`src/rtl/imem_boot_loader.sv`:
```
// rtl/imem_boot_loader.sv - streams a word-counted, XOR-checksummed image into instruction memory
// and holds the CPU in reset until the image is complete and verified.
module imem_boot_loader #(
  parameter int ADDR_W = 8,
  parameter int BASE   = 0
) (
  input  logic              clk,
  input  logic              rst,
  input  logic              byte_valid,
  input  logic [7:0]        byte_data,
  output logic              byte_ready,
  output logic              im_we,
  output logic [ADDR_W-1:0] im_addr,
  output logic [31:0]       im_wdata,
  output logic              cpu_rst,
  output logic              done,
  output logic              err
);

  typedef enum logic [2:0] {
    S_HDR_HI, S_HDR_LO, S_PAYLOAD, S_CSUM, S_DONE, S_ERROR
  } state_t;

  // Largest legal word count is the full memory capacity.
  localparam logic [16:0] CAP = 17'(1) << ADDR_W;

  state_t            state_q, state_d;
  logic [15:0]       n_q, n_d;
  logic [15:0]       idx_q, idx_d;
  logic [23:0]       asm_q, asm_d;
  logic [1:0]        bcnt_q, bcnt_d;
  logic [7:0]        csum_q, csum_d;
  logic              byte_ready_q, byte_ready_d;
  logic              im_we_q, im_we_d;
  logic [ADDR_W-1:0] im_addr_q, im_addr_d;
  logic [31:0]       im_wdata_q, im_wdata_d;
  logic              cpu_rst_q, cpu_rst_d;
  logic              done_q, done_d;
  logic              err_q, err_d;
  logic              xfer;
  logic              word_wr;
  logic [31:0]       word;

  assign xfer = byte_valid && byte_ready_q;

  always_ff @(posedge clk) begin
    if (rst) begin
      state_q      <= S_HDR_HI;
      n_q          <= '0;
      idx_q        <= '0;
      asm_q        <= '0;
      bcnt_q       <= '0;
      csum_q       <= '0;
      byte_ready_q <= 1'b1;
      im_we_q      <= 1'b0;
      im_addr_q    <= ADDR_W'(BASE);
      im_wdata_q   <= '0;
      cpu_rst_q    <= 1'b1;
      done_q       <= 1'b0;
      err_q        <= 1'b0;
    end else begin
      state_q      <= state_d;
      n_q          <= n_d;
      idx_q        <= idx_d;
      asm_q        <= asm_d;
      bcnt_q       <= bcnt_d;
      csum_q       <= csum_d;
      byte_ready_q <= byte_ready_d;
      im_we_q      <= im_we_d;
      im_addr_q    <= im_addr_d;
      im_wdata_q   <= im_wdata_d;
      cpu_rst_q    <= cpu_rst_d;
      done_q       <= done_d;
      err_q        <= err_d;
    end
  end

  always_comb begin
    state_d = state_q;
    n_d     = n_q;
    idx_d   = idx_q;
    asm_d   = asm_q;
    bcnt_d  = bcnt_q;
    csum_d  = csum_q;
    word_wr = 1'b0;
    word    = {asm_q, byte_data};
    case (state_q)
      S_HDR_HI: if (xfer) begin
        n_d     = {byte_data, n_q[7:0]};
        state_d = S_HDR_LO;
      end
      S_HDR_LO: if (xfer) begin
        n_d = {n_q[15:8], byte_data};
        if ({1'b0, n_d} > CAP)    state_d = S_ERROR;
        else if (n_d == 16'd0)    state_d = S_CSUM;
        else                      state_d = S_PAYLOAD;
      end
      S_PAYLOAD: if (xfer) begin
        csum_d = csum_q ^ byte_data;
        bcnt_d = bcnt_q + 2'd1;
        asm_d  = {asm_q[15:0], byte_data};
        if (bcnt_q == 2'd3) begin
          word_wr = 1'b1;
          idx_d   = idx_q + 16'd1;
          if (idx_q == n_q - 16'd1) state_d = S_CSUM;
        end
      end
      S_CSUM: if (xfer) begin
        state_d = (byte_data == csum_q) ? S_DONE : S_ERROR;
      end
      default: state_d = state_q;
    endcase
  end

  // Outputs are registered from the next state so they track it with no extra cycle.
  always_comb begin
    byte_ready_d = (state_d != S_DONE) && (state_d != S_ERROR);
    cpu_rst_d    = (state_d != S_DONE);
    done_d       = (state_d == S_DONE);
    err_d        = (state_d == S_ERROR);
    im_we_d      = word_wr;
    im_addr_d    = im_addr_q;
    im_wdata_d   = im_wdata_q;
    if (word_wr) begin
      im_addr_d  = ADDR_W'(BASE) + idx_q[ADDR_W-1:0];
      im_wdata_d = word;
    end
  end

  assign byte_ready = byte_ready_q;
  assign im_we      = im_we_q;
  assign im_addr    = im_addr_q;
  assign im_wdata   = im_wdata_q;
  assign cpu_rst    = cpu_rst_q;
  assign done       = done_q;
  assign err        = err_q;

endmodule

```
`config.mk`:
```
export PLATFORM = sky130hd
export DESIGN_NAME = imem_boot_loader
export DESIGN_NICKNAME = d
export VERILOG_FILES = /design/src/rtl/imem_boot_loader.sv
export SDC_FILE = /design/constraint.sdc
export NUM_CORES = 1
export LEC_CHECK = 0
export ABC_AREA = 1
export BUFFER_PORTS_ARGS = -buffer_cell sky130_fd_sc_hd__buf_4
export CORE_AREA = 4 4 94 96
export DETAILED_ROUTE_END_ITERATION = 10
export DIE_AREA = 0 0 98 100
export GPL_ROUTABILITY_DRIVEN = 0
export PLACE_DENSITY = 0.86
export SLEW_MARGIN = 5
export SYNTH_ARGS = -nofsm -noshare
export SYNTH_HDL_FRONTEND = slang
export SYNTH_SLANG_ARGS = --single-unit
```
`constraint.sdc`:
```
create_clock -name clk -period 4.2 [get_ports clk]
set_input_delay 1.05 -clock clk [delete_from_list [all_inputs] [get_ports clk]]
set_output_delay 1.05 -clock clk [all_outputs]
set_load 0.005 [all_outputs]
```
# Word-level counts from Yosys, hierarchy flattened
# Index checks and enable logic that the tools add are counted.
dict set report totals {
  ff_bits 114
  latch_bits 0
  ram_bits 0
  romBits 0
  inputBits 11
  output_inout_bits 45
  elab_cells 55
  memories 0
}
dict set report classes {
  add_sub_neg 3
  n_mul 0
  div_mod_pow 0
  magnitude_cmp 1
  eq_ne 10
  shifts 0
  n_mux 16
  bitwise 3
  n_reduce_logical 8
}
# cell count
set ops {}
lappend ops {{one-hot mux 16 bit (2 select lines)} 1}
lappend ops {{two-way mux 3 bit} 7}
lappend ops {{adder 16 x 1 -> 16 bit (second input constant)} 1}
lappend ops {{== test 16 bit} 1}
lappend ops {{> comparator 16 x 9 -> 1 bit (second input constant)} 1}
lappend ops {{zero test 16 bit} 1}
lappend ops {{two-way mux 16 bit} 1}
lappend ops {{subtractor 16 x 1 -> 16 bit (second input constant)} 1}
lappend ops {{one-hot mux 3 bit (4 select lines)} 1}
lappend ops {{AND reduction 3 bit} 3}
lappend ops {{== test 8 bit} 1}
lappend ops {{two-way mux 8 bit} 1}
lappend ops {{XOR 8 bit} 1}
lappend ops {{== test 3 x 2 -> 1 bit (second input constant)} 2}
lappend ops {{== test 3 bit (second input constant)} 2}
lappend ops {{!= test 3 bit (second input constant)} 2}
lappend ops {{two-way mux 1 bit} 5}
lappend ops {{== test 3 x 1 -> 1 bit (second input constant)} 1}
lappend ops {{zero test 3 bit} 1}
lappend ops {{adder 2 x 1 -> 2 bit (second input constant)} 1}
lappend ops {{== test 2 bit (second input constant)} 1}
lappend ops {{logical AND 1 bit} 2}
lappend ops {{NOT 1 bit} 2}
lappend ops {{AND reduction 2 bit} 1}

# Depth between registers and ports, before layout
# Gate-level depths: netlist of run 1.
dict set report logic_depth {
  depth_word 8
  depth_mapped 15
}

# Worst setup path before layout of run 1
# OpenSTA, ideal clock, no wires.
dict set report synth_path {
  kind {input to register}
  start {in byte_valid}
  end {reg idx_q[15]}
  setup_time_ps 115
  t_arrival_ps 2159
  path_slack_ps 1926
  cell_stages 11
  n_path_buf 0
  cell_sequence {nand2_2 inv_2 nand2_1 nor2_4 nand2_2 nor3_4 nand2_2 nor3_2 nand2_1 nand2_1 o21ba_1}
}
dict set report synth_via {
  elab_chain_len 2
}
# element line_no
set synth_lines {}
lappend synth_lines {{start: declaration} 9} ;# input logic byte_valid,
lappend synth_lines {{logical AND 1 bit} 44} ;# assign xfer = byte_valid && byte_ready_q;
lappend synth_lines {{AND reduction 3 bit (no source line)} -}
lappend synth_lines {{end signal: assignment} 64} ;# idx_q <= idx_d;
lappend synth_lines {{end: declaration} 29} ;# logic [15:0] idx_q, idx_d;
# Every way passes these cells.
# A chain may end at the register's enable or synchronous reset.

==> impl_metrics.json, run 1 <==
{
  "status": "finished, final reports clean",
  "io_pins": 56,
  "synth_most_common_cell": "nand2_1",
  "avgSynthCellArea_um2": 7.16,
  "synthArstFlopShare_pct": 0,
  "die_x_um": 98,
  "initial_utilization_pct": 60.9,
  "core_um2": 8050,
  "dp_hpwl_um": 8370,
  "antenna_found_initial": 0,
  "period_needed_ns": 2.46,
  "clock_latency_ns": 0.52,
  "nFillCells": 594,
  "power_frac_clock_pct": 41.5,
  "crit_path_top_delay_cell": "clkinv_1",
  "power_mw": 3.33,
  "grtUsageTotal_pct": 27.2,
  "grt_pass1_wl_um": 21700,
  "max_cap_violations": 0,
  "path_buf_inv": 3,
  "critPathTopFamily": "buffers and inverters",
  "fmax_mhz": 406,
  "fp.dieArea_um2": 9800,
  "yosysTopAreaCellShare_pct": 46.6,
  "cpPeakStageDelay_ns": 0.67,
  "synth_top_area_cell": "dfxtp_1",
  "synth_enable_flop_cells": 0,
  "tightestPinTransition_ns": 0.864,
  "setup_tns_ns": 0,
  "cp_max_fo": 44,
  "place_ws_ns": 1.24,
  "via_per_inst": 5.60,
  "stdcell_count": 850,
  "htreeDepth": 4,
  "yosys_warnings": 0,
  "whs_ns": 0.464,
  "p_leak_nw": 2.64,
  "path_cells": "buf_4, clkinv_1, buf_4, o21ai_0, a21oi_1",
  "synth_area_um2": 4900,
  "route.antenna.remaining_nets": 0,
  "p_seq_share_pct": 36.4,
  "power_switching_mw": 1.08,
  "layout-drive-gt1-share_pct": 14.4,
  "internal-power_mw": 2.25,
  "syn_inst": 684,
  "finClkSkew_ns": 0.00686,
  "power_density_nw_per_um2": 561,
  "ff_latch_area_um2": 2280,
  "final.period_utilization_pct": 58.6,
  "grt_pass1_vias": 4650,
  "post-cts-setup-buffers": 0,
  "cts-root-buf": "clkbuf_8",
  "grt-ovfl-total": 0,
  "area_growth_pct": 21.0,
  "wl_per_cell_um": 15.0,
  "synth-seq-cells": 114,
  "yosysSeqAreaShare_pct": 46.6,
  "synth_commonest_cells": "158 x nand2_1, 114 x dfxtp_1, 113 x nor2_1",
  "yosysUniqueCellTypes": 35,
  "hold_buffers": 0,
  "cp-end-kind": "flop",
  "clk_pin_slew_worst_paths_ns": 0.06,
  "dp.cells": 818,
  "p_sw_share_pct": 32.4,
  "critical_path_class": "in2reg",
  "final_util_pct": 73.7,
  "worstSetupStartpointType": "primary input",
  "cts_tree": "done",
  "num_vias": 4760,
  "worst_hold_path_type": "reg2reg",
  "relSlewSlack_pct": 42.3,
  "worst-endpoint-required_ns": 4.59,
  "synthesis.nets": 698,
  "cts_sinks": 114,
  "layout.nets": 746,
  "cts_made_buffers": 17,
  "rsz0062_at_grt": "false",
  "setup_viol": 0,
  "num_rows": 33,
  "dieHeight_um": 100,
  "drcViolationCount": 0,
  "crit_top_cell": "buf_4",
  "layout_setup_ws_ns": 1.74,
  "crit_arrival_ns": 2.85,
  "ys_top_cells_by_area": "dfxtp_1 47%, nand2_1 12%, nor2_1 8.7%",
  "hold_violations": 0,
  "grt_max_degree": 45,
  "wirelength_um": 12800,
  "synth-main-ff-cell": "dfxtp_1",
  "maxSlewViolCount": 0,
  "post_dp_cell_area_um2": 5360,
  "clk_path_buf_depth": 2,
  "num_antenna_cells": 0,
  "multi_input_area_um2": 2310,
  "port_buffers": 55,
  "ctsResizeCount": 0,
  "first_pass_iters": 5,
  "pwr-share-comb_pct": 22.1,
  "peakVddDrop_mv": 0.416,
  "final_area_um2": 5930,
  "drt-initial-drc-count": 331
}
[registers in the layout, indices dropped and copies added (netlist names)]
signal      cells
cpu_rst         1
err             1
idx_q          16
bcnt_q          2
im_we           1
im_addr         8
byte_ready      1
done            1
n_q            16
asm_q          24
im_wdata       32
csum_q          8
state_q         3
[worst reg2reg max path: stages (launching register included)]
cell,delay [ns]
dfxtp_1,0.36
ha_1,0.41
nand2_1,0.16
nor2_4,0.43
nand2_2,0.17
nor3_4,0.26
nand2_2,0.15
nor3_2,0.15
nand2_1,0.06
nand2_1,0.05
o21ba_1,0.14
[path summary, 6_finish.rpt]
kind	slack (ns)	startpoint	to	cells after the start
setup / recovery	1.74	rst	csum_q[4]	5
setup reg to reg	1.76	bcnt_q[0]	idx_q[15]	10
hold reg to reg	0.46	im_wdata[7]	im_wdata[7]	2
hold / removal	0.46	im_wdata[7]	im_wdata[7]	2
[power by group through the flow]
stage	Clock [mW]	Sequential, mW	Combinational, mW
floorplan	0	1.22	0.561
global route	1.45	1.22	0.846
CTS	1.38	1.21	0.724
global placement	0	1.23	0.682
finish	1.38	1.21	0.733
detailed placement	0	1.23	0.711
[cell families (layout without fill, tap and decap cells)]
group | count (synthesis) | count (layout) | synth area share (%)
simple gates | 326 | 326 | 27.8
flops | 114 | 114 | 46.6
fa+ha+maj | 3 | 3 | 0.766
xor+xnor | 17 | 17 | 3.35
compound gates | 144 | 144 | 15.3
buf+inv | 80 | 141 | 6.26
[cells in the final DEF, fill, tap and decap left out, types with 16 or more instances in the layout]
master / instances
a21oi_1: 67
buf_4: 59
clkbuf_16: 16
dfxtp_1: 114
inv_1: 45
nand2_1: 158
nand3_1: 28
nor2_1: 112
o21ai_0: 65
[final cells by class]
cell class              instances  share of cell area (%)
clock buffers                  17                    6.98
clock inverters                15                    2.68
inverters                      50                    3.16
multi-input cells             490                    39.0
flip-flops and latches        114                    38.5
well taps                     105                    2.22
repair buffers                 59                    7.47
[routing by layer]
layer	track usage [%]	up-vias	wire length [um]
met5	0	-	0
met4	12.7	0	441
met3	6.60	45	849
met2	46.9	195	6440
met1	32.1	2208	5060
li1	-	2312	-
Note: power is estimated with default switching activity, not from simulation.
==> run 2: changes to the inputs <==
Settings changed: CORE_AREA 4 4 94 96 to 4 4 97 99, DIE_AREA 0 0 98 100 to 0 0 101 103, PLACE_DENSITY 0.86 to 0.81.
Clock period 4.2 ns to 2.32 ns, I/O delays scaled along.
==> run 2 against run 1 <==
Utilization fell by 3.5 points. Routed wire length rose by 1.8%. Clock-buffer cell count rose by 1. Total power rose by 83%. Via count fell by 0.15%. Non-clock buffer count rose by 8. Global-route usage fell by 0.99 points. Sequential power rose by 81%. Cell area rose by 1.2%. Clock skew rose by 0.0017 ns. Sequential share of layout area fell by 0.46 points. Critical endpoint is now state_q[0]. Largest cell class unchanged. Largest power group unchanged.
==> impl_metrics.json, run 2 (synthesized netlist as in run 1, its figures left out) <==
{
  "status": "finished, final reports clean",
  "worst-endpoint-required_ns": 2.78,
  "clk_path_buf_depth": 2,
  "worstSetupStartpointType": "flop",
  "clock_latency_ns": 0.53,
  "pwr-share-comb_pct": 22.1,
  "stdcell_count": 861,
  "period_needed_ns": 2.01,
  "initial_utilization_pct": 57.3,
  "setup_viol": 0,
  "grt_max_degree": 40,
  "antenna_found_initial": 0,
  "core_um2": 8550,
  "worst_hold_path_type": "in2reg",
  "dieHeight_um": 103,
  "hold_buffers": 0,
  "r2r_slack_ns": 0.31,
  "num_vias": 4753,
  "post-cts-setup-buffers": 0,
  "grtUsageTotal_pct": 26.2,
  "wirelength_um": 13000,
  "power_frac_clock_pct": 41.9,
  "layout-drive-gt1-share_pct": 15.3,
  "rsz0062_at_grt": "false",
  "max_cap_violations": 0,
  "port_buffers": 55,
  "area_growth_pct": 22.5,
  "route.antenna.remaining_nets": 0,
  "peakVddDrop_mv": 0.664,
  "finClkSkew_ns": 0.00858,
  "largest_reg_flops": 32,
  "htreeDepth": 4,
  "fp.dieArea_um2": 10400,
  "maxSlewViolCount": 0,
  "power_density_nw_per_um2": 1010,
  "wl_per_cell_um": 15.1,
  "crit_arrival_ns": 2.47,
  "timing.rr.end": "state_q[0]",
  "num_rows": 34,
  "crit_path_top_delay_cell": "dfxtp_1",
  "final_common_cell": "nand2_1",
  "hold_violations": 0,
  "setup_tns_ns": 0,
  "grt_pass1_wl_um": 21500,
  "p_seq_share_pct": 36.0,
  "die_x_um": 101,
  "cts-root-buf": "clkbuf_8",
  "cp-startpoint": "n_q[0]",
  "cp-end-kind": "flop",
  "crit_top_cell": "nand2_1",
  "io_pins": 56,
  "num_antenna_cells": 0,
  "rr_worst_depth": 14,
  "cpPeakStageDelay_ns": 0.31,
  "first_pass_iters": 6,
  "p_sw_share_pct": 32.4,
  "ctsResizeCount": 0,
  "internal-power_mw": 4.12,
  "drt-initial-drc-count": 217,
  "dp.cells": 829,
  "cts_sinks": 114,
  "final.period_utilization_pct": 86.7,
  "path_cells": "inv_1, ha_1, nand2_1, nor2_2, nand2_1, nand2_1, nand2_1, nand2_1, nand2_1, nor2_1, nand3_1, nand3_1, nand2_1, nor2_1",
  "cp_max_fo": 5,
  "min-delay-start": "byte_data[0]",
  "layout.nets": 754,
  "grt-ovfl-total": 0,
  "via_per_inst": 5.52,
  "cts_made_buffers": 17,
  "dp_hpwl_um": 8780,
  "cp-endpoint": "state_q[0]",
  "grt_pass1_vias": 4621,
  "tightestPinTransition_ns": 0.502,
  "critical_path_class": "reg2reg",
  "nFillCells": 666,
  "clk_pin_slew_worst_paths_ns": 0.06,
  "drcViolationCount": 0,
  "relSlewSlack_pct": 66.5,
  "power_switching_mw": 1.97,
  "r2r_start": "n_q[0]",
  "cts_tree": "done",
  "fmax_mhz": 497,
  "p_leak_nw": 2.68,
  "layout_common_cells": "158 x nand2_1, 114 x dfxtp_1, 112 x nor2_1"
}
## run 2: how the worst min path moves through the flow
| stage | cells past startpoint | slack, ns | to |
|---|---|---|---|
| floorplan | 2 | 0.44 | asm_q[6] |
| global placement | 2 | 0.45 | im_wdata[1] |
| detailed placement | 2 | 0.46 | im_wdata[0] |
| CTS | 3 | 0.36 | asm_q[0] |
| global route | 3 | 0.38 | im_wdata[3] |
| finish | 3 | 0.37 | asm_q[0] |
## run 2: power by group through the flow
stage,clock (mW),sequential (mW),combinational (mW)
floorplan,0,2.20,1.02
global placement,0,2.22,1.26
detailed placement,0,2.23,1.32
CTS,2.56,2.19,1.33
global route,2.66,2.20,1.54
finish,2.55,2.19,1.35
## run 2: metal layers
metal  vias to the layer above  track usage [%]  share of wire, %
met2                       185             46.5                51
li1                       2319                -                 -
met5                         -                0                 0
met4                         0             13.8               2.8
met1                      2210             29.1                41
met3                        39             6.50               5.2
## run 2: per-stage QoR
| step | hold WS (ns) | worst slack [ns] | total power [mW] | cell area [um^2] | utilization [%] |
|---|---|---|---|---|---|
| after floorplan | 0.441 | 0.516 | 3.22 | 4900 | - |
| after global placement | 0.449 | 0.259 | 3.48 | 5420 | 63.4 |
| after detailed placement | 0.458 | 0.167 | 3.55 | 5420 | 63.4 |
| after CTS | 0.364 | 0.360 | 6.07 | 6000 | 70.2 |
| after global routing | 0.376 | 0.168 | 6.40 | 6000 | 70.2 |
| final | 0.372 | 0.310 | 6.09 | 6000 | 70.2 |
## run 2: area by class of cell
type | instances | area [um^2] | area share [%]
Clock buffer | 18 | 428 | 7.13
Clock inverter | 14 | 153 | 2.54
Inverter | 50 | 188 | 3.13
Multi-Input combinational cell | 490 | 2310 | 38.5
Sequential cell | 114 | 2280 | 38.0
Tap cell | 108 | 135 | 2.25
Timing Repair Buffer | 67 | 503 | 8.38
## run 2: worst max-delay path: cells and delay by family, from the launching register on
kind | cells | cell delay, ns
buffers and inverters | 1 | 0.13
adder cells (fa/ha/maj) | 1 | 0.25
AND/OR/NAND/NOR | 12 | 1.25
flip-flops | 1 | 0.31
